### config.mk
export PLATFORM = sky130hd
export DESIGN_NAME = csr_iq_drain
export DESIGN_NICKNAME = d
export VERILOG_FILES = /design/src/rtl/csr_iq_drain_pkg.sv /design/src/rtl/csr_rmw_merge.sv /design/src/rtl/csr_iq_drain.sv
export SDC_FILE = /design/constraint.sdc
export NUM_CORES = 1
export LEC_CHECK = 0
export ABC_AREA = 1
export BUFFER_PORTS_ARGS = -buffer_cell sky130_fd_sc_hd__buf_2
export CAP_MARGIN = 10
export CORE_ASPECT_RATIO = 2
export CORE_MARGIN = 2
export CORE_UTILIZATION = 47
export CTS_CLUSTER_SIZE = 40
export DETAILED_ROUTE_END_ITERATION = 6
export PLACE_DENSITY = 0.76
export SYNTH_ARGS = -nofsm -noshare
export SYNTH_HDL_FRONTEND = slang
export SYNTH_HIERARCHICAL = 1
export SYNTH_SLANG_ARGS = --single-unit
### constraint.sdc
create_clock -name Clk -period 1.4 [get_ports Clk]
set_clock_uncertainty 0.15 [all_clocks]
set_input_delay 0.07 -clock Clk [delete_from_list [all_inputs] [get_ports Clk]]
set_output_delay 0.07 -clock Clk [all_outputs]
set_load 0.005 [all_outputs]
### src/rtl/csr_iq_drain_pkg.sv
// Shared definitions for the CSR instruction-queue drain: entry layout, op and state encodings.
// CSR_DRAIN_TIMEOUT_EN (in the top) is the only consumer of TMOUT.
package csr_iq_drain_pkg;

    localparam int CRIQWIDE = 23;
    localparam int CSRNUMW  = 14;
    localparam int DATAW    = 32;
    localparam int TMOUT    = 15;

    localparam int OP_HI  = 22;
    localparam int OP_LO  = 21;
    localparam int CSR_HI = 20;
    localparam int CSR_LO = 7;
    localparam int RD_HI  = 6;
    localparam int RD_LO  = 2;
    localparam int TAG_HI = 1;
    localparam int TAG_LO = 0;

    typedef enum logic [1:0] {
        CSR_OP_RD   = 2'b00,
        CSR_OP_WR   = 2'b01,
        CSR_OP_XCHG = 2'b10,
        CSR_OP_ILL  = 2'b11
    } csr_op_e;

    typedef enum logic [2:0] {
        ST_IDLE = 3'd0,
        ST_POP  = 3'd1,
        ST_CAPT = 3'd2,
        ST_RD   = 3'd3,
        ST_WR   = 3'd4,
        ST_WB   = 3'd5
    } state_e;

    typedef struct packed {
        csr_op_e            op;
        logic [CSRNUMW-1:0] csr;
        logic [4:0]         rd;
        logic [1:0]         tag;
    } criq_entry_t;

endpackage

### src/rtl/csr_rmw_merge.sv
// Combinational CSR write-data merge; shared with the exception path.
module csr_rmw_merge
    import csr_iq_drain_pkg::*;
(
    input  logic [1:0]       op,
    input  logic [DATAW-1:0] old,
    input  logic [DATAW-1:0] data,
    input  logic [DATAW-1:0] mask,
    output logic [DATAW-1:0] wdata
);

    always_comb begin
        case (csr_op_e'(op))
            CSR_OP_WR:   wdata = data;
            CSR_OP_XCHG: wdata = (old & ~mask) | (data & mask);
            default:     wdata = old;
        endcase
    end

endmodule

### src/rtl/csr_iq_drain.sv
// Serial consumer of the CSR instruction queue: pop, CSR read-modify-write, old value writeback.
// Define CSR_DRAIN_TIMEOUT_EN to add the ack timeout and the CsrTimeout port.
module csr_iq_drain
    import csr_iq_drain_pkg::*;
(
    input  logic                Clk,
    input  logic                Rest,
    input  logic                CriqEmpty,
    output logic                Rable,
    input  logic [CRIQWIDE-1:0] Dout,
    input  logic                CommitOk,
    input  logic [DATAW-1:0]    OpData,
    input  logic [DATAW-1:0]    OpMask,
    input  logic                Flush,
    output logic                CsrReq,
    output logic                CsrWe,
    output logic [CSRNUMW-1:0]  CsrAddr,
    output logic [DATAW-1:0]    CsrWdata,
    input  logic                CsrAck,
    input  logic [DATAW-1:0]    CsrRdata,
    output logic                WbValid,
    output logic [4:0]          WbReg,
    output logic [DATAW-1:0]    WbData,
    output logic [1:0]          WbTag,
`ifdef CSR_DRAIN_TIMEOUT_EN
    output logic                CsrTimeout,
`endif
    output logic                Busy,
    output logic                IllegalOp
);

    state_e           state_q, state_d;
    criq_entry_t      entry_q, entry_d;
    logic [DATAW-1:0] data_q, data_d;
    logic [DATAW-1:0] mask_q, mask_d;
    logic [DATAW-1:0] old_q, old_d;
    logic [DATAW-1:0] merge_wdata;

`ifdef CSR_DRAIN_TIMEOUT_EN
    localparam logic [3:0] TMOUT_CNT = 4'(TMOUT);
    logic [3:0] tmo_cnt_q, tmo_cnt_d;
`endif

    csr_rmw_merge u_merge (
        .op    (entry_q.op),
        .old   (old_q),
        .data  (data_q),
        .mask  (mask_q),
        .wdata (merge_wdata)
    );

    assign Busy = (state_q != ST_IDLE);

    // NOTE: flops use non-blocking assignments so every register samples pre-edge values.
    always_ff @(posedge Clk or negedge Rest) begin
        if (!Rest) begin
            state_q   <= ST_IDLE;
            entry_q   <= '0;
            data_q    <= '0;
            mask_q    <= '0;
            old_q     <= '0;
`ifdef CSR_DRAIN_TIMEOUT_EN
            tmo_cnt_q <= '0;
`endif
        end else begin
            state_q   <= state_d;
            entry_q   <= entry_d;
            data_q    <= data_d;
            mask_q    <= mask_d;
            old_q     <= old_d;
`ifdef CSR_DRAIN_TIMEOUT_EN
            tmo_cnt_q <= tmo_cnt_d;
`endif
        end
    end

    always_comb begin
        // NOTE: every variable written here gets a default first, so no latch can be inferred.
        state_d   = state_q;
        entry_d   = entry_q;
        data_d    = data_q;
        mask_d    = mask_q;
        old_d     = old_q;
        Rable     = 1'b0;
        CsrReq    = 1'b0;
        CsrWe     = 1'b0;
        CsrAddr   = '0;
        CsrWdata  = '0;
        WbValid   = 1'b0;
        WbReg     = '0;
        WbData    = '0;
        WbTag     = '0;
        IllegalOp = 1'b0;
`ifdef CSR_DRAIN_TIMEOUT_EN
        CsrTimeout = 1'b0;
        tmo_cnt_d  = tmo_cnt_q;
`endif

        case (state_q)
            ST_IDLE: begin
                if (!CriqEmpty && CommitOk && !Flush) state_d = ST_POP;
            end
            ST_POP: begin
                // A flushed pop still consumes the entry; the queue owner cleans up.
                Rable   = !CriqEmpty;
                state_d = (Flush || CriqEmpty) ? ST_IDLE : ST_CAPT;
            end
            ST_CAPT: begin
                entry_d.op  = csr_op_e'(Dout[OP_HI:OP_LO]);
                entry_d.csr = Dout[CSR_HI:CSR_LO];
                entry_d.rd  = Dout[RD_HI:RD_LO];
                entry_d.tag = Dout[TAG_HI:TAG_LO];
                data_d      = OpData;
                mask_d      = OpMask;
                if (Flush) begin
                    state_d = ST_IDLE;
                end else if (csr_op_e'(Dout[OP_HI:OP_LO]) == CSR_OP_ILL) begin
                    IllegalOp = 1'b1;
                    state_d   = ST_IDLE;
                end else begin
                    state_d = ST_RD;
                end
            end
            ST_RD: begin
                CsrReq  = 1'b1;
                CsrAddr = entry_q.csr;
                if (Flush) begin
                    state_d = ST_IDLE;
                end else if (CsrAck) begin
                    old_d   = CsrRdata;
                    state_d = (entry_q.op == CSR_OP_RD) ? ST_WB : ST_WR;
                end
            end
            ST_WR: begin
                // The side effect is committed once here, so Flush is ignored.
                CsrReq   = 1'b1;
                CsrWe    = 1'b1;
                CsrAddr  = entry_q.csr;
                CsrWdata = merge_wdata;
                if (CsrAck) state_d = ST_WB;
            end
            ST_WB: begin
                WbValid = 1'b1;
                WbReg   = entry_q.rd;
                WbData  = old_q;
                WbTag   = entry_q.tag;
                state_d = ST_IDLE;
            end
            default: state_d = ST_IDLE;
        endcase

`ifdef CSR_DRAIN_TIMEOUT_EN
        if ((state_q == ST_RD || state_q == ST_WR) && tmo_cnt_q == TMOUT_CNT) begin
            CsrReq     = 1'b0;
            CsrWe      = 1'b0;
            CsrAddr    = '0;
            CsrWdata   = '0;
            CsrTimeout = 1'b1;
            old_d      = old_q;
            state_d    = ST_IDLE;
        end
        if (state_d != state_q) begin
            tmo_cnt_d = '0;
        end else if ((state_q == ST_RD || state_q == ST_WR) && !CsrAck) begin
            tmo_cnt_d = tmo_cnt_q + 4'd1;
        end
`endif
    end

endmodule

==> impl_metrics.toml, run 1 <==
[detailed_routing]
post_drt_wl_per_cell_um = 24.3
via_per_inst = 5.86
drt-initial-drc-count = 1564
wirelength_um = 39800
drc_errors = 18
first_pass_iters = 7
routed-via-count = 9628
detail-route-antenna-nets = 0

[timing]
clock.fmax_mhz = 440
setup_viol = 295
rsz0062_at_grt = "true"
tightestPinTransition_ps = 470
slew_headroom_pct = 68.5
worst_slack_ps = -872
min_period_ps = 2270
maxSlewViolCount = 0
finalHoldViolCount = 0
period_share_pct = 162

[placed_design]
portBuffers = 215
placedCellCount = 1410
place_congestion = 0.846
dp_hpwl_um = 13900

[critical_path]
cpPeakStageDelay_ps = 410
crit_family = "buffers and inverters"
cp_slowest_cell = "dfrtp_1"
cp_max_fo = 7
worstPathCellList = "inv_2 -> ha_4 -> buf_6 -> buf_8 -> nand2_1 -> nand2_2 -> nand2_2 -> nand2_2 -> inv_1 -> nor2_1 -> buf_2"
cp.required_ps = 1180
cp.arrival_ps = 2050
criticalPathCategory = "flip-flop to output port"
cp_common_cell = "nand2_2"
crit_path_start_kind = "flip-flop"
worstSetupEndpointType = "output port"
cp.buffers_inverters = 5

[layout]
area_delta_synth_final_pct = 83.6
layout-drive-gt1-share_pct = 43.9
nNetsFinal = 1564
layoutNonFillerInstCount = 1642
fin_util_pct = 88.4

[clock_tree]
cts_buffers = 17
root_buffer = "clkbuf_16"
cts_max_path_buffers = 2
cts_tree = "built"
clk_latency_ps = 430
htree_levels = 4
clk_pin_slew_ps = 60
clock-sinks = 122

[global_route]
grt_pass1_wl_um = 43600
grt_pass1_vias = 8769
track_usage_pct = 35.5
antenna_found_initial = 1
grt_max_degree = 55
overflow = 0

[yosys]
yosysWarnings = 6
synth_fp_nets = 1139
synth.distinct_cells = 24
synth.avg_cell_area_sq_um = 6.83
syn_inst = 1012
yosysSeqAreaShare_pct = 44.2
syn_area_sq_um = 6910
synth_seq_cells = 122

[die]
fp-row-count = 62
ios = 216
initial_core_util_pct = 48.1
fp.dieArea_sq_um = 15700
core_area_sq_um = 14400
die_h_um = 175
die-width_um = 89.7

[power]
seq_power_share_pct = 25.0
power_leakage_nw = 7.09
ir_worst_vdd_v = 0.00143
p_clk_share_pct = 18.4
internal-power_mw = 13.6
combPwrFrac_pct = 56.6
powerDensity_nw_per_um2 = 2010
swShare_pct = 46.7
p_switching_mw = 11.9

[worst_hold_path]
hp-class = "input pin to flip-flop"

[status]
status = "finished with violations"
violations = "design-rule violations, negative setup slack"

[job]
maxCapViolCount = 0
Yosys cell counts, drive strengths merged:
library cell / instances / area (sq um)
nand2: 449 / 1690
nor2: 155 / 674
ha: 2 / 25.0
a21oi: 33 / 285
nor3: 1 / 10.0
o211ai: 1 / 7.51
buf: 39 / 315
nor4: 1 / 6.26
o21ai: 24 / 120
inv: 165 / 619
clkbuf: 10 / 37.5
nand3: 10 / 67.6
dfrtp: 122 / 3050
flip-flops by register name, summed over array words and instances, names as in the netlist:
signal and count:
data_q 32, mask_q 32, old_q 32, entry_q 23, state_q 3
worst reg2reg max path: stages, from the launching register on:
cell and delay (ps):
dfrtp_2 440, buf_6 130, buf_6 110, nand2_4 60, nor2_4 50, buf_6 110, buf_6 100, buf_6 120
buf_4 140, buf_4 130, nand3_1 130, o211ai_1 240
cell families after synthesis:
group	Yosys count	synth area share (%)
adders and majority gates	2	0.362
and+or+nand+nor	616	35.4
buffers and inverters	214	14.1
DFF	122	44.2
AOI/OAI and AO/OA	58	5.98
routing by layer:
metal,track usage (%),wire (um)
met1,34.2,11400
met2,65.3,18700
met3,6.74,4380
met4,28.2,5410
met5,0,0
repair_timing:
action                                  CTS  global route
setup buffers                            25            23
hold endpoints to repair                244             0
gates cloned                             10            23
pin swaps                                18            46
resized for setup                       172           228
endpoints found under the setup margin  212           318
hold buffers                            126             0
power groups by stage:
stage	sequential (mW)	combinational, mW	clock (mW)
after global routing	6.45	15.0	4.81
after floorplan	5.75	6.16	0
final	6.38	14.4	4.69
after detailed placement	5.96	8.03	0
after global placement	5.91	7.89	0
after CTS	5.93	9.81	4.56
final timing paths:
check	from	cells after the start	end	slack (ps)
worst max-delay path	entry_q[21]$_DFFE_PN0P_	11	CsrWdata[0]	-870
worst min-delay path	OpData[8]	4	data_q[8]$_DFFE_PN0P_	250
worst max register to register	state_q[0]$_DFFE_PN0P_	11	state_q[1]$_DFFE_PN0P_	-680
worst min register to register	data_q[7]$_DFFE_PN0P_	2	data_q[7]$_DFFE_PN0P_	320
max in group asynchronous	Rest	4	mask_q[25]$_DFFE_PN0P_	-40
min in group asynchronous	Rest	3	data_q[6]$_DFFE_PN0P_	500
area by class of cell:
cell class / instances / area (sq um)
well taps: 192 / 240
diodes: 1 / 2.50
fillers: 574 / 1670
clock buffers: 17 / 425
flip-flops and latches: 122 / 3060
repair buffers: 455 / 4310
inverters: 165 / 642
multi-input cells: 676 / 3840
clock inverters: 14 / 174
cell usage in the layout, fill, tap and decap left out, drive strengths merged:
master       count
bufbuf           1
nand3           10
diode            1
a21oi           33
clkinv           5
nand2          449
nor2           155
nor3             1
buf            309
bufinv           3
dlygate4sd3    126
clkinvlp         4
o211ai           1
clkbuf          36
inv            167
ha               2
o21ai           24
dfrtp          122
nor4             1
through the flow:
stage	worst slack, ps	power [mW]	setup TNS, ps	hold slack (ps)	instance area, sq um
CTS	-623	20.3	-74190	213	11300
finish	-872	25.5	-126990	252	12700
floorplan	-66.8	11.9	-2310	-376	6950
detailed placement	-291	14.0	-21240	-165	8370
global placement	-254	13.8	-19030	-170	8370
global route	-911	26.3	-140170	253	12700
Power figures use the tool's default switching activity.
==> inputs of run 2 (changes only) <==
- ABC_AREA: 1 -> unset
- CORE_UTILIZATION: 47 -> 46
- CTS_CLUSTER_DIAMETER: unset -> 120
==> run 2 against run 1 <==
The run ends with negative setup slack left. Sequential cell count did not move. Final area fell by 9.9%. Count of clock-buffer cells in the layout rose by 1. Utilization fell by 2.4 points. Combinational power fell by 28%. Hold slack got worse by 190 ps. Register-to-register slack got worse by 80 ps. Total power fell by 15%. Global-route usage fell by 5.1 points. Routed wire length fell by 32%. Final cell count fell by 33%. Sequential power rose by 8.5%. Highest routed layer unchanged.
==> impl_metrics.toml, run 2 <==
[yosys]
yosys.area.top_type = "dfrtp_1"
yosysWarnings = 6
synth_edf_count = 0
yosysSeqAreaShare_pct = 49.4
synth.distinct_cells = 32
syn_inst = 524
synthArstFlopShare_pct = 100
synth.avg_cell_area_sq_um = 11.8
yosys-top-cells-count = "122 x dfrtp_1, 119 x mux2_2, 85 x and2_1, 66 x nand2_1, 32 x a32oi_1"
synth-simple-area-share_pct = 14.8
synth_xor_area_share_pct = 0
synth_compound_area_share_pct = 9.08
syn_area_sq_um = 6180
synth.area.top_cells = "dfrtp_1 49%, mux2_2 22%, and2_1 8.6%, a32oi_1 4.5%, nand2_1 4.0%"
synth_adder_area_share_pct = 0.405
synth_top_family_by_area = "multiplexers"
synth_top_area_share_pct = 49.4
muxShareOfSynthArea_pct = 22.1
synth_flop_cell = "dfrtp_1"
yosysMostFrequentCell = "dfrtp_1"
synth_seq_cells = 122
synth_fp_nets = 651

[critical_path]
cp_common_cell = "buf_6"
cp.arrival_ps = 2080
worstSetupEndpointType = "output port"
criticalPathCategory = "flip-flop to output port"
crit_path_start_kind = "flip-flop"
reg2reg_from = "state_q[2]$_DFFE_PN0P_"
cpPeakStageDelay_ps = 420
cp_slowest_cell = "dfrtp_1"
cp_max_fo = 5
worstPathCellList = "buf_6 -> clkinvlp_4 -> buf_6 -> nor3b_4 -> buf_4 -> buf_8 -> clkbuf_16 -> and2_4 -> buf_6"
cp-startpoint = "state_q[2]$_DFFE_PN0P_"
ff2ff_setup_slack_ps = -760
cp.required_ps = 1180
worstRegToRegCells = 9

[timing]
whs_ps = 63.0
rsz0062_at_grt = "true"
clock.fmax_mhz = 434
worst_slack_ps = -903
setup_viol = 213
tns_ps = -149920
slew_headroom_pct = 63.2
finalHoldViolCount = 0
tightestPinTransition_ps = 552
period_share_pct = 164
min_period_ps = 2300
maxSlewViolCount = 0

[die]
core_area_sq_um = 13300
initial_core_util_pct = 46.5
die-width_um = 86.0
fp-row-count = 60
fp.dieArea_sq_um = 14400
ios = 216
die_h_um = 168

[worst_hold_path]
hp-start = "CommitOk"
whs_path_depth = 4
hp-class = "input pin to flip-flop"

[clock_tree]
cts_buffers = 17
clock-sinks = 122
clk_pin_slew_ps = 60
cts_max_path_buffers = 2
clk_latency_ps = 410
htree_levels = 4
root_buffer = "clkbuf_16"
cts_tree = "built"

[layout]
top_regs = "data_q: 32 flops, mask_q: 32 flops, old_q: 32 flops"
final_cell_mix = "162 x buf_2, 124 x dlygate4sd3_1, 122 x dfrtp_1"
final_area_sq_um = 11400
seq_area_sq_um = 3050
layoutNonFillerInstCount = 1101
final_common_cell = "buf_2"
area_delta_synth_final_pct = 84.7
layout-drive-gt1-share_pct = 58.2
multi_input_comb_area_sq_um = 3610
antenna_cells = 0
fillCellCount = 569
nNetsFinal = 1060

[power]
internal-power_mw = 13.8
powerDensity_nw_per_um2 = 1890
p_clk_share_pct = 20.3
power_leakage_nw = 5.36
p_switching_mw = 7.73
seq_power_share_pct = 32.1
swShare_pct = 35.8
combPwrFrac_pct = 47.7
ir_worst_vdd_v = 0.00131

[global_route]
track_usage_pct = 30.4
antenna_found_initial = 0
grt_pass1_vias = 6550
grt_max_degree = 80
grt_pass1_wl_um = 34000
overflow = 0

[status]
status = "finished with violations"
violations = "negative setup slack"

[detailed_routing]
drc_errors = 0
wirelength_um = 27100
post_drt_wl_per_cell_um = 24.6
via_per_inst = 5.90
drt-initial-drc-count = 528
routed-via-count = 6491
first_pass_iters = 5
detail-route-antenna-nets = 0

[placed_design]
dpl_cell_area_sq_um = 7630
placedCellCount = 888
portBuffers = 215
dp_hpwl_um = 10900
dp_slack_ps = -486
place_congestion = 0.808

[job]
maxCapViolCount = 0
[run 2: repair_timing]
item | CTS | global route
buffers inserted | 24 | 22
hold endpoints to repair | 244 | 0
gates cloned | 15 | 7
endpoints found under the setup margin | 213 | 213
hold buffers | 124 | 0
resized for setup | 123 | 199
pin swaps | 24 | 25
[run 2: layer usage]
metal  share of wire, %  vias up  track usage [%]
met2                 52      526             51.6
li1                   -     2702                -
met4                4.4        0             12.5
met3                9.2      104             7.06
met5                  0        -                0
met1                 34     3159             36.6
[run 2: stage by stage]
| stage | utilization, % | total power [mW] |
|---|---|---|
| floorplan | - | 10.5 |
| finish | 86.0 | 21.6 |
| global route | 86.0 | 22.3 |
| CTS | 78.8 | 18.9 |
| global placement | 57.4 | 12.2 |
| detailed placement | 57.4 | 12.4 |
[run 2: cells by family after synthesis]
| kind of cell | Yosys count |
|---|---|
| buf+inv | 41 |
| compound gates | 70 |
| fa+ha+maj | 2 |
| mux | 121 |
| simple gates | 168 |
| flops | 122 |
[run 2: final timing paths]
check / end
max reg2reg: mask_q[26]$_DFFE_PN0P_
max: WbData[1]
min reg2reg: entry_q[20]$_DFFE_PN0P_
max in group asynchronous: state_q[0]$_DFFE_PN0P_
min in group asynchronous: old_q[5]$_DFFE_PN0P_
min: state_q[2]$_DFFE_PN0P_
[run 2: critical path, delay by kind of cell, from the launching register on]
kind	cells	cell delay, ps
and+or+nand+nor	2	360
DFF	1	420
buffers and inverters	7	890
[run 2: layout make-up]
type,count,area share [%]
inverter,3,0.153
sequential,122,26.7
multi-input combinational,361,31.6
timing repair buffer,428,34.8
clock buffer,18,3.76
tap,155,1.70
clock inverter,14,1.30
[run 2: power by group through the flow]
stage | clock [mW] | sequential, mW | combinational [mW]
2_1_floorplan | 0 | 6.04 | 4.48
3_3_place_gp | 0 | 6.34 | 5.84
3_5_place_dp | 0 | 6.43 | 6.01
4_1_cts | 4.32 | 6.46 | 8.07
5_1_grt | 4.57 | 7.06 | 10.7
6_report | 4.37 | 6.92 | 10.3
==> inputs of run 3 (changes only) <==
- GPL_TIMING_DRIVEN: unset -> 0
- PLACE_DENSITY: 0.76 -> 0.77
- SYNTH_HIERARCHICAL: 1 -> unset
==> run 3 against run 2 <==
The run ends with design-rule violations, negative setup slack left. Synthesized cell count rose by 0.57%. Sequential cell count did not move. Register-to-register slack better by 120 ps. Count of clock-buffer cells in the layout down 1. Final area rose by 0.65%. Highest routed layer unchanged. Hold slack lost 22 ps. First-iteration DRC count up 37%. Critical path depth did not move. Via count up 2.9%. Worst setup slack got worse by 310 ps.
==> impl_metrics.toml, run 3 <==
[status]
status = "finished with violations"
violations = "design-rule violations, negative setup slack"

[power]
powerDensity_nw_per_um2 = 1890
ir_worst_vdd_v = 0.00151
power_leakage_nw = 5.53
seq_power_share_pct = 32.3
p_total_mw = 21.7
p_switching_mw = 8.04
swShare_pct = 37.1
p_clk_share_pct = 20.9
combPwrFrac_pct = 46.8
internal-power_mw = 13.6

[die]
fp.dieArea_sq_um = 14300
die_h_um = 167
core_area_sq_um = 13000
ios = 216
initial_core_util_pct = 47.3
fp-row-count = 59
die-width_um = 85.7

[layout]
final_common_cell = "buf_2"
final_cell_mix = "160 x buf_2, 124 x dlygate4sd3_1, 121 x dfrtp_1"
area_delta_synth_final_pct = 87.3
top_regs = "data_q: 32 flops, mask_q: 32 flops, old_q: 32 flops"
multi_input_comb_area_sq_um = 3440
fillCellCount = 521
layout-drive-gt1-share_pct = 57.8
nNetsFinal = 1066
seq_area_sq_um = 3050

[detailed_routing]
via_per_inst = 6.05
post_drt_wl_per_cell_um = 26.8
routed-via-count = 6676
drc_errors = 2
drt-initial-drc-count = 722
wirelength_um = 29600
first_pass_iters = 7
detail-route-antenna-nets = 0

[critical_path]
crit_path_start_kind = "flip-flop"
cp.arrival_ps = 2390
cp.buffers_inverters = 4
cp_slowest_cell = "a222oi_1"
worstPathCellList = "inv_2 -> ha_4 -> buf_6 -> buf_8 -> nand3_4 -> o21ai_2 -> a222oi_1 -> nor2_1 -> buf_2"
worstSetupEndpointType = "output port"
criticalPathCategory = "flip-flop to output port"
crit_family = "compound AO/OA/AOI/OAI gates"
cpPeakStageDelay_ps = 570
cp_max_fo = 5
cp.required_ps = 1180

[worst_hold_path]
hp-class = "input pin to asynchronous set/reset pin"

[timing]
worst_slack_ps = -1210
clock.fmax_mhz = 383
min_period_ps = 2610
setup_viol = 213
finalHoldViolCount = 0
period_share_pct = 187
slew_headroom_pct = 54.9
tightestPinTransition_ps = 676
rsz0062_at_grt = "true"
maxSlewViolCount = 0
whs_ps = 41.1

[yosys]
synth.avg_cell_area_sq_um = 11.7
syn_area_sq_um = 6140
syn_inst = 527
synth.area.top_cells = "dfrtp_1 50%, mux2_2 16%, mux2_4 7.1%, and2_1 5.4%, a222oi_1 5.1%"
yosysWarnings = 0
synth_fp_nets = 655
synthArstFlopShare_pct = 100
synth.distinct_cells = 30
yosysSeqAreaShare_pct = 49.7
synth_seq_cells = 122
yosys.area.top_type = "dfrtp_1"
synth_top_area_share_pct = 49.7
synth_edf_count = 0
yosysMostFrequentCell = "dfrtp_1"
synth_flop_cell = "dfrtp_1"
yosys-top-cells-count = "122 x dfrtp_1, 88 x mux2_2, 53 x and2_1, 37 x inv_1, 36 x o21ai_0"

[clock_tree]
clk_pin_slew_ps = 60
cts_buffers = 17
clk_latency_ps = 420
clock-sinks = 122
htree_levels = 4
root_buffer = "clkbuf_16"
cts_tree = "built"
cts_max_path_buffers = 2

[placed_design]
portBuffers = 215
dp_hpwl_um = 13400
place_congestion = 0.897

[global_route]
antenna_found_initial = 1
grt_max_degree = 64
grt_pass1_vias = 7245
track_usage_pct = 37.2
overflow = 0
grt_pass1_wl_um = 40200

[job]
maxCapViolCount = 0
==> run 3: changes by cell type in the layout (fill, tap and decap cells not counted), moves of 19 or more <==
cell	delta
o211ai_1	-31
mux2_2	-28
and2_1	-34
nand2_1	-53
inv_1	+33
mux2_4	+25
nand3_1	+19
nor2_1	+31
a222oi_1	+31
==> run 3: worst paths after layout <==
| path | startpoint | to | slack [ps] | cells after the start |
|---|---|---|---|---|
| min reg2reg | entry_q[1]$_DFFE_PN0N_ | entry_q[1]$_DFFE_PN0N_ | 370 | 1 |
| min in group Clk | Flush | state_q[0]$_DFFE_PN0P_ | 180 | 5 |
| max | entry_q[22]$_DFFE_PN0N_ | CsrWdata[28] | -1210 | 9 |
| min | Rest | mask_q[4]$_DFFE_PN0N_ | 40 | 2 |
| max reg2reg | state_q[0]$_DFFE_PN0P_ | old_q[26]$_DFFE_PN0P_ | -640 | 7 |
| max in group asynchronous | Rest | state_q[0]$_DFFE_PN0P_ | 310 | 3 |
==> run 3: area by class of cell <==
cell class	instances	area share, %
Sequential cell	122	26.6
Multi-Input combinational cell	330	29.9
Clock buffer	17	3.70
Buffer	27	3.19
Antenna cell	1	0.0218
Tap cell	152	1.65
Inverter	37	1.25
Timing Repair Buffer	403	32.2
Clock inverter	15	1.46
==> run 3: logic make-up after synthesis <==
family / Yosys count / share of synthesized area, %
AOI/OAI and AO/OA: 75 / 8.89
adders and majority gates: 3 / 0.611
buffers and inverters: 75 / 5.67
DFF: 122 / 49.7
muxes: 117 / 23.2
and+or+nand+nor: 135 / 11.9
==> run 3: stage by stage <==
step	setup TNS [ps]	std cells	util [%]	area, sq um	setup WS (ps)
floorplan	-30120	527	-	6600	-319
global route	-138590	1104	88.5	11500	-1290
global placement	-245220	894	60.5	7870	-1390
finish	-135820	1104	88.5	11500	-1210
CTS	-114720	1105	84.7	11000	-963
detailed placement	-84990	895	60.8	7900	-744
==> run 3: what timing repair did <==
| action | in CTS | in global routing |
|---|---|---|
| endpoints found under the setup margin | 213 | 213 |
| cloned | 16 | 6 |
| pin swaps | 31 | 52 |
| resized for setup | 141 | 171 |
| hold buffers | 124 | 0 |
| hold endpoints to repair | 243 | 0 |
| setup buffers | 40 | 15 |
==> run 3: layer usage <==
| layer | part of all wire, % | track usage, % |
|---|---|---|
| met3 | 6.2 | 5.82 |
| met2 | 55 | 68.9 |
| met4 | 7.8 | 24.2 |
| met5 | 0 | 0 |
| met1 | 31 | 36.9 |
==> run 3: power by group through the flow <==
stage / Sequential, mW / Combinational, mW / Clock, mW
after CTS: 6.51 / 8.81 / 4.47
after global placement: 6.36 / 6.44 / 0
after floorplan: 6.04 / 5.25 / 0
after detailed placement: 6.50 / 6.69 / 0
final: 7.00 / 10.1 / 4.54
after global routing: 7.08 / 10.5 / 4.70
